`src/rtl/icache.sv`:
```
// ---------------------------------------------------------------------------
// icache: read-only, direct-mapped instruction cache holding 16 lines of
// 4 words each (256 bytes).
// A lookup hit is combinational from pc in the IDLE state. On a miss the
// whole line is fetched from word 0 upward, one word per memack. While the
// fill runs, hit stays low so the fetch stage stalls.
//
// Ports
//   clk        : clock, rising-edge active
//   reset      : asynchronous, active-high reset
//   pc         : fetch address; pc[1:0] is ignored
//   instr      : instruction word for pc; 0 (nop) whenever hit=0
//   hit        : 1 = instr is valid this cycle, 0 = fetch stage stalls
//   invalidate : clears all valid bits on the edge where it is high
//   memreq     : line-fill word request to main memory
//   memadr     : word-aligned byte address of the requested word
//   memrdata   : word returned by memory, used only when memack=1
//   memack     : 1 = memrdata holds the word for memadr
// ---------------------------------------------------------------------------
module icache (
  input  logic        clk,
  input  logic        reset,
  input  logic [31:0] pc,
  output logic [31:0] instr,
  output logic        hit,
  input  logic        invalidate,
  output logic        memreq,
  output logic [31:0] memadr,
  input  logic [31:0] memrdata,
  input  logic        memack
);

  typedef enum logic {IDLE, FILL} state_t;

  state_t      state_q, state_d;
  logic [1:0]  cnt_q, cnt_d;
  logic [23:0] fill_tag_q, fill_tag_d;
  logic [3:0]  fill_idx_q, fill_idx_d;
  logic        abort_q, abort_d;
  logic [15:0] valid_q, valid_d;

  // The tag and data arrays are not reset. The valid bits alone decide
  // whether their contents are used.
  logic [23:0] tag_arr  [16];
  logic [31:0] data_arr [64];

  logic [23:0] pc_tag;
  logic [3:0]  pc_idx;
  logic [1:0]  pc_off;
  logic        lookup_hit;
  logic        data_we;
  logic        fill_done;
  logic        unused_pc_bits;

  assign pc_tag = pc[31:8];
  assign pc_idx = pc[7:4];
  assign pc_off = pc[3:2];
  assign unused_pc_bits = ^pc[1:0];

  assign lookup_hit = valid_q[pc_idx] && (tag_arr[pc_idx] == pc_tag);
  assign data_we    = (state_q == FILL) && memack;
  assign fill_done  = data_we && (cnt_q == 2'd3);

  // State register and fill bookkeeping.
  always_ff @(posedge clk or posedge reset) begin
    if (reset) begin
      state_q    <= IDLE;
      cnt_q      <= 2'd0;
      abort_q    <= 1'b0;
      valid_q    <= 16'h0000;
      fill_tag_q <= 24'h000000;
      fill_idx_q <= 4'h0;
    end else begin
      state_q    <= state_d;
      cnt_q      <= cnt_d;
      abort_q    <= abort_d;
      valid_q    <= valid_d;
      fill_tag_q <= fill_tag_d;
      fill_idx_q <= fill_idx_d;
    end
  end

  // Array writes: each acked word goes in. The tag is written on the last
  // word even for an aborted fill, because its valid bit stays clear.
  always_ff @(posedge clk) begin
    if (data_we) begin
      data_arr[{fill_idx_q, cnt_q}] <= memrdata;
    end
    if (fill_done) begin
      tag_arr[fill_idx_q] <= fill_tag_q;
    end
  end

  // Next-state logic. When invalidate is high, a miss in IDLE does not start
  // a fill.
  always_comb begin
    state_d = state_q;
    case (state_q)
      IDLE: if (!lookup_hit && !invalidate) state_d = FILL;
      FILL: if (fill_done)                  state_d = IDLE;
      default: state_d = IDLE;
    endcase
  end

  // Datapath next values.
  // The abort flag records any invalidate seen during a fill, so that a line
  // fetched across an invalidate is never marked valid.
  // The invalidate clear is applied last, so it wins over a set made on the
  // same edge.
  always_comb begin
    cnt_d      = cnt_q;
    fill_tag_d = fill_tag_q;
    fill_idx_d = fill_idx_q;
    abort_d    = abort_q;
    valid_d    = valid_q;
    if (state_q == IDLE) begin
      abort_d = 1'b0;
      if (!lookup_hit && !invalidate) begin
        fill_tag_d = pc_tag;
        fill_idx_d = pc_idx;
        cnt_d      = 2'd0;
      end
    end else begin
      if (invalidate) abort_d = 1'b1;
      if (memack)     cnt_d   = cnt_q + 2'd1;
      if (fill_done) begin
        abort_d = 1'b0;
        if (!abort_q && !invalidate) valid_d[fill_idx_q] = 1'b1;
      end
    end
    if (invalidate) valid_d = 16'h0000;
  end

  // Outputs. Reset forces state_q to IDLE asynchronously, so memreq drops at
  // once. Reset also clears valid_q, so hit drops at once as well.
  always_comb begin
    hit    = (state_q == IDLE) && lookup_hit;
    instr  = hit ? data_arr[{pc_idx, pc_off}] : 32'h00000000;
    memreq = (state_q == FILL);
    memadr = memreq ? {fill_tag_q, fill_idx_q, cnt_q, 2'b00} : 32'h00000000;
  end

endmodule

```
`config.mk`:
```
export PLATFORM = sky130hd
export DESIGN_NAME = icache
export DESIGN_NICKNAME = d
export VERILOG_FILES = /design/src/rtl/icache.sv
export SDC_FILE = /design/constraint.sdc
export NUM_CORES = 2
export LEC_CHECK = 0
export ABC_AREA = 1
export CAP_MARGIN = 20
export CORE_UTILIZATION = 67
export CTS_CLUSTER_SIZE = 40
export DETAILED_ROUTE_END_ITERATION = 10
export HOLD_SLACK_MARGIN = 0.03
export PLACE_DENSITY_LB_ADDON = 0.12
export SLEW_MARGIN = 15
export SYNTH_ARGS = -nofsm -noshare
export SYNTH_HDL_FRONTEND = slang
export SYNTH_SLANG_ARGS = --single-unit
```
`constraint.sdc`:
```
create_clock -name clk -period 8.32 [get_ports clk]
set_clock_uncertainty 0.05 [all_clocks]
set_input_delay 1.664 -clock clk [delete_from_list [all_inputs] [get_ports clk]]
set_output_delay 1.664 -clock clk [all_outputs]
set_load 0.02 [all_outputs]
```
==> report_table.html <==
<table>
<tr><th>Metric</th><th>Value</th></tr>
<tr><th colspan="2">STA</th></tr>
<tr><td>Slew headroom</td><td>20.6%</td></tr>
<tr><td>Worst Max-Slew Pin Slew</td><td>1.19 ns</td></tr>
<tr><td>Final slew viol count</td><td>0</td></tr>
<tr><td>Final period demand of the worst path</td><td>7.44 ns</td></tr>
<tr><td>Post-route setup TNS</td><td>0 ns</td></tr>
<tr><td>Final period utilization</td><td>89.4%</td></tr>
<tr><td>Fmax</td><td>134 MHz</td></tr>
<tr><td>Final hold vios</td><td>0</td></tr>
<tr><td>Setup repair after global routing missed its margin</td><td>no</td></tr>
<tr><td>Total setup violations reported at the end of the flow</td><td>0</td></tr>
<tr><th colspan="2">CTS</th></tr>
<tr><td>Number of buffers added to fix hold violations after cts</td><td>0</td></tr>
<tr><td>Clock tree from TritonCTS</td><td>done</td></tr>
<tr><td>Cts bufs inserted</td><td>231</td></tr>
<tr><td>CTS sink count</td><td>2,480</td></tr>
<tr><td>Post-CTS resize count</td><td>0</td></tr>
<tr><td>Clock slew seen by the registers of the worst setup and hold paths</td><td>0.06 ns</td></tr>
<tr><td>Clk Latency, worst-skew pair</td><td>0.86 ns</td></tr>
<tr><td>Setup repair bufs after CTS</td><td>0</td></tr>
<tr><td>Clock tree root buffer cell</td><td>sky130_fd_sc_hd__clkbuf_16</td></tr>
<tr><td>H-tree level count</td><td>4</td></tr>
<tr><td>Clock tree buffer depth</td><td>3</td></tr>
<tr><th colspan="2">Finish</th></tr>
<tr><td>Fraction of layout cells with a size suffix above 1</td><td>approximately 8.7%</td></tr>
<tr><td>Final #Nets</td><td>7,613</td></tr>
<tr><td>Area growth from synthesis to layout</td><td>11.2%</td></tr>
<tr><th colspan="2">Yosys</th></tr>
<tr><td>Number of standard cells after synthesis</td><td>7,519</td></tr>
<tr><td>Portion of the post-synthesis area used by sequential elements</td><td>75.2%</td></tr>
<tr><td>Average cell area after synthesis</td><td>13.1 um2</td></tr>
<tr><td>Synth cell types</td><td>39</td></tr>
<tr><td>Yosys reg bits</td><td>between 2,000 and 2,500</td></tr>
<tr><td>Cell area after synthesis</td><td>98,700 um2</td></tr>
<tr><td>Number of warnings printed during yosys synthesis</td><td>0</td></tr>
<tr><th colspan="2">Die</th></tr>
<tr><td>Std-Cell Core Area</td><td>approximately 150,000 um2</td></tr>
<tr><td>Ports</td><td>134</td></tr>
<tr><td>Die Footprint</td><td>~150,000 um2</td></tr>
<tr><td>Die outline height</td><td>just under 400 um</td></tr>
<tr><td>Initial core utilization</td><td>approximately 68%</td></tr>
<tr><td>Die Width</td><td>386 um</td></tr>
<tr><td>Placement Rows</td><td>140</td></tr>
<tr><th colspan="2">Power</th></tr>
<tr><td>Sequential cell fraction of total power</td><td>approximately 54%</td></tr>
<tr><td>Logic gate share of total power</td><td>9.2%</td></tr>
<tr><td>PnR Total Power</td><td>27.1 mW</td></tr>
<tr><td>Net switching power</td><td>about 6.7 mW</td></tr>
<tr><td>Peak ir drop on the vdd network</td><td>0.000231 V</td></tr>
<tr><td>Static Leak</td><td>between 30 and 40 nW</td></tr>
<tr><td>Sw frac</td><td>approximately a quarter</td></tr>
<tr><td>Int Pwr</td><td>20.5 mW</td></tr>
<tr><td>Power density relative to cell area</td><td>247 nW/um2</td></tr>
<tr><td>Relative contribution of the clock network to total power</td><td>36.6%</td></tr>
<tr><th colspan="2">GRT</th></tr>
<tr><td>Via count of the first global-routing pass</td><td>62,200</td></tr>
<tr><td>First-pass GRT wire length</td><td>388 mm</td></tr>
<tr><td>Number of antenna violations at the first check in global routing</td><td>14</td></tr>
<tr><td>GR Overflow Total</td><td>0</td></tr>
<tr><td>Pin count of the biggest net entering global routing</td><td>roughly 190</td></tr>
<tr><td>All-Layer GR Usage</td><td>35.8%</td></tr>
<tr><th colspan="2">Routing</th></tr>
<tr><td>Antenna Violating Nets Remaining</td><td>0</td></tr>
<tr><td>DR pass1 iterations</td><td>6</td></tr>
<tr><td>DR iter-0 viols</td><td>about 9,300</td></tr>
<tr><td>Wirelength per Cell</td><td>~28 um</td></tr>
<tr><td>Routed wire length</td><td>267 mm</td></tr>
<tr><td>Ratio of routed vias to standard cells</td><td>6.72</td></tr>
<tr><td>Detailed-route via count</td><td>64,900</td></tr>
<tr><td>Remaining design rule violation count</td><td>0</td></tr>
<tr><th colspan="2">Placement</th></tr>
<tr><td>Count of input and output buffers</td><td>129</td></tr>
<tr><td>Routability congestion estimate from global placement</td><td>0.844</td></tr>
<tr><td>Hpwl dp</td><td>139 mm</td></tr>
<tr><th colspan="2">Critical path</th></tr>
<tr><td>Register-to-register setup slack</td><td>between 4 and 5 ns</td></tr>
<tr><td>Critical Path Fanout Max</td><td>67</td></tr>
<tr><td>CP Launch Type</td><td>primary input</td></tr>
<tr><td>Classification of the worst setup path</td><td>primary input to output port</td></tr>
<tr><td>CP Data Required Time</td><td>6.61 ns</td></tr>
<tr><td>Capturing element type of the critical path</td><td>output port</td></tr>
<tr><td>Arr. time, crit path</td><td>5.73 ns</td></tr>
<tr><th colspan="2">Hold path</th></tr>
<tr><td>Hold WC Path Type</td><td>register to register</td></tr>
<tr><th colspan="2">Run</th></tr>
<tr><td>Reported max-cap violation count</td><td>0</td></tr>
<tr><th colspan="2">Run status</th></tr>
<tr><td>Result of the run</td><td>finished, final reports clean</td></tr>
</table>
==> through the flow <==
stage	hold WS, ns	worst slack (ns)	util, %	area (um2)	cells
3_3_place_gp	0.422	1.09	70.3	103000	9224
2_1_floorplan	0.407	2.98	-	98700	7520
3_5_place_dp	0.435	1.03	70.3	103000	9224
5_1_grt	0.460	0.841	75.2	110000	9657
4_1_cts	0.449	1.01	75.2	110000	9652
6_report	0.453	0.878	75.2	110000	9657
==> power by group through the flow <==
stage | combinational [mW] | clock, mW | sequential (mW)
3_3_place_gp | 2.37 | 0 | 14.9
4_1_cts | 2.44 | 9.96 | 14.7
3_5_place_dp | 2.43 | 0 | 15.0
2_1_floorplan | 1.29 | 0 | 14.8
6_report | 2.50 | 9.92 | 14.7
5_1_grt | 2.64 | 10.4 | 14.8
==> cells by family (layout without fill, tap and decap cells) <==
group                    after synthesis  in the layout  synth area share, %
other                                  1              3              0.00380
adder cells (fa/ha/maj)                1              1               0.0127
AND/OR/NAND/NOR                     2523           2523                 10.3
buffers and inverters                722            941                 2.99
AO/OA/AOI/OAI                       1792           1792                 11.5
flip-flops                          2480           2480                 75.2
==> area by class of cell <==
type                    count  area [um2]
clock inverters           132         996
repair buffers            349        3290
fillers                  8800       36200
multi-input cells        4318       22100
well taps                1917        2400
inverters                 164         657
clock buffers             296        6090
flip-flops and latches   2480       74200
diodes                      1        2.50
==> routing by layer <==
metal / wire length (um) / vias to the layer above / track usage, %
met2: 125000 / 4338 / 55.8
met3: 33700 / 661 / 7.22
met1: 95900 / 31800 / 49.5
met5: 26 / - / 0
li1: - / 28100 / -
met4: 12000 / 4 / 16.1
==> path summary, 6_finish.rpt <==
check,from,end,depth (start not counted)
setup / recovery,pc[6],instr[23],13
hold / removal,valid_q[2],valid_q[2],2
setup reg to reg,memreq,data_arr[30][15],6
hold reg to reg,valid_q[2],valid_q[2],2
max in group asynchronous,reset,fill_tag_q[2],3
min in group asynchronous,reset,fill_idx_q[1],3
==> cell usage after synthesis <==
library cell / instances / share of area (%)
sky130_fd_sc_hd__o21ai_0: 668 / 3.4
sky130_fd_sc_hd__edfxtp_1: 2432 / 74
sky130_fd_sc_hd__nor3b_1: 1 / 0.0076
sky130_fd_sc_hd__a221o_1: 49 / 0.50
sky130_fd_sc_hd__clkinv_1: 5 / 0.019
sky130_fd_sc_hd__and3_1: 1 / 0.0063
sky130_fd_sc_hd__nand3b_4: 1 / 0.020
sky130_fd_sc_hd__conb_1: 1 / 0.0038
sky130_fd_sc_hd__a221oi_1: 143 / 1.3
sky130_fd_sc_hd__inv_1: 156 / 0.59
sky130_fd_sc_hd__buf_8: 1 / 0.015
sky130_fd_sc_hd__a21oi_1: 461 / 2.3
sky130_fd_sc_hd__nand3b_1: 32 / 0.24
sky130_fd_sc_hd__buf_1: 40 / 0.15
sky130_fd_sc_hd__nand2_1: 1279 / 4.9
sky130_fd_sc_hd__or2_2: 1 / 0.0063
sky130_fd_sc_hd__clkbuf_1: 434 / 1.7
sky130_fd_sc_hd__nor2_1: 815 / 3.1
sky130_fd_sc_hd__nor2_2: 16 / 0.10
sky130_fd_sc_hd__o211ai_1: 107 / 0.81
sky130_fd_sc_hd__a31oi_1: 5 / 0.032
sky130_fd_sc_hd__inv_4: 1 / 0.0063
sky130_fd_sc_hd__o21ai_1: 7 / 0.035
sky130_fd_sc_hd__a32o_1: 64 / 0.65
sky130_fd_sc_hd__and2_1: 1 / 0.0063
sky130_fd_sc_hd__buf_2: 59 / 0.30
sky130_fd_sc_hd__nand3_1: 288 / 1.5
sky130_fd_sc_hd__nor3_1: 80 / 0.41
sky130_fd_sc_hd__inv_2: 2 / 0.0076
sky130_fd_sc_hd__a211oi_1: 32 / 0.24
sky130_fd_sc_hd__nand2_2: 1 / 0.0063
sky130_fd_sc_hd__or3_1: 1 / 0.0063
sky130_fd_sc_hd__nand4_1: 4 / 0.025
sky130_fd_sc_hd__buf_6: 17 / 0.19
sky130_fd_sc_hd__o221ai_1: 256 / 2.3
sky130_fd_sc_hd__nor4_1: 2 / 0.013
sky130_fd_sc_hd__dfrtp_1: 48 / 1.2
sky130_fd_sc_hd__buf_4: 7 / 0.053
sky130_fd_sc_hd__ha_1: 1 / 0.013
==> layout by cell type (no fill, tap or decap), types with 10 or more instances in the layout <==
cell	Yosys	routed
sky130_fd_sc_hd__dfrtp_1	48	48
sky130_fd_sc_hd__nor2_1	815	751
sky130_fd_sc_hd__clkinv_2	0	43
sky130_fd_sc_hd__buf_12	0	38
sky130_fd_sc_hd__inv_1	156	154
sky130_fd_sc_hd__o211ai_1	107	107
sky130_fd_sc_hd__bufinv_16	0	10
sky130_fd_sc_hd__clkbuf_1	434	60
sky130_fd_sc_hd__a32o_1	64	64
sky130_fd_sc_hd__nand3b_1	32	32
sky130_fd_sc_hd__buf_4	7	185
sky130_fd_sc_hd__nor3_2	0	16
sky130_fd_sc_hd__clkinv_1	5	63
sky130_fd_sc_hd__nor3_1	80	64
sky130_fd_sc_hd__a211oi_1	32	32
sky130_fd_sc_hd__o21ai_0	668	668
sky130_fd_sc_hd__clkbuf_16	0	232
sky130_fd_sc_hd__nand3_1	288	288
sky130_fd_sc_hd__a21oi_1	461	461
sky130_fd_sc_hd__nor2_2	16	16
sky130_fd_sc_hd__clkdlybuf4s50_1	0	91
sky130_fd_sc_hd__nor2_4	0	64
sky130_fd_sc_hd__o221ai_1	256	256
sky130_fd_sc_hd__nand2_1	1279	1279
sky130_fd_sc_hd__edfxtp_1	2432	2432
sky130_fd_sc_hd__a221o_1	49	49
sky130_fd_sc_hd__buf_2	59	29
sky130_fd_sc_hd__a221oi_1	143	143
==> sequential cells by signal (all words and copies together) (netlist names) <==
register	count
data_arr	2048
tag_arr	384
fill_tag_q	24
valid_q	16
fill_idx_q	4
cnt_q	2
abort_q	1
memreq	1
==> worst max-delay path: stages <==
cell,delay [ns]
sky130_fd_sc_hd__buf_6,0.67
sky130_fd_sc_hd__inv_4,0.59
sky130_fd_sc_hd__nand3_1,0.26
sky130_fd_sc_hd__nand3_1,0.13
sky130_fd_sc_hd__nand3_1,0.14
sky130_fd_sc_hd__nand2_1,0.06
sky130_fd_sc_hd__nor2_1,0.28
sky130_fd_sc_hd__and2_1,0.20
sky130_fd_sc_hd__nand2_1,0.06
sky130_fd_sc_hd__nor2_2,0.12
sky130_fd_sc_hd__nand3b_4,0.45
sky130_fd_sc_hd__nor2_1,0.29
sky130_fd_sc_hd__clkdlybuf4s50_1,0.65
No activity file was read; power rests on OpenSTA's default activity.
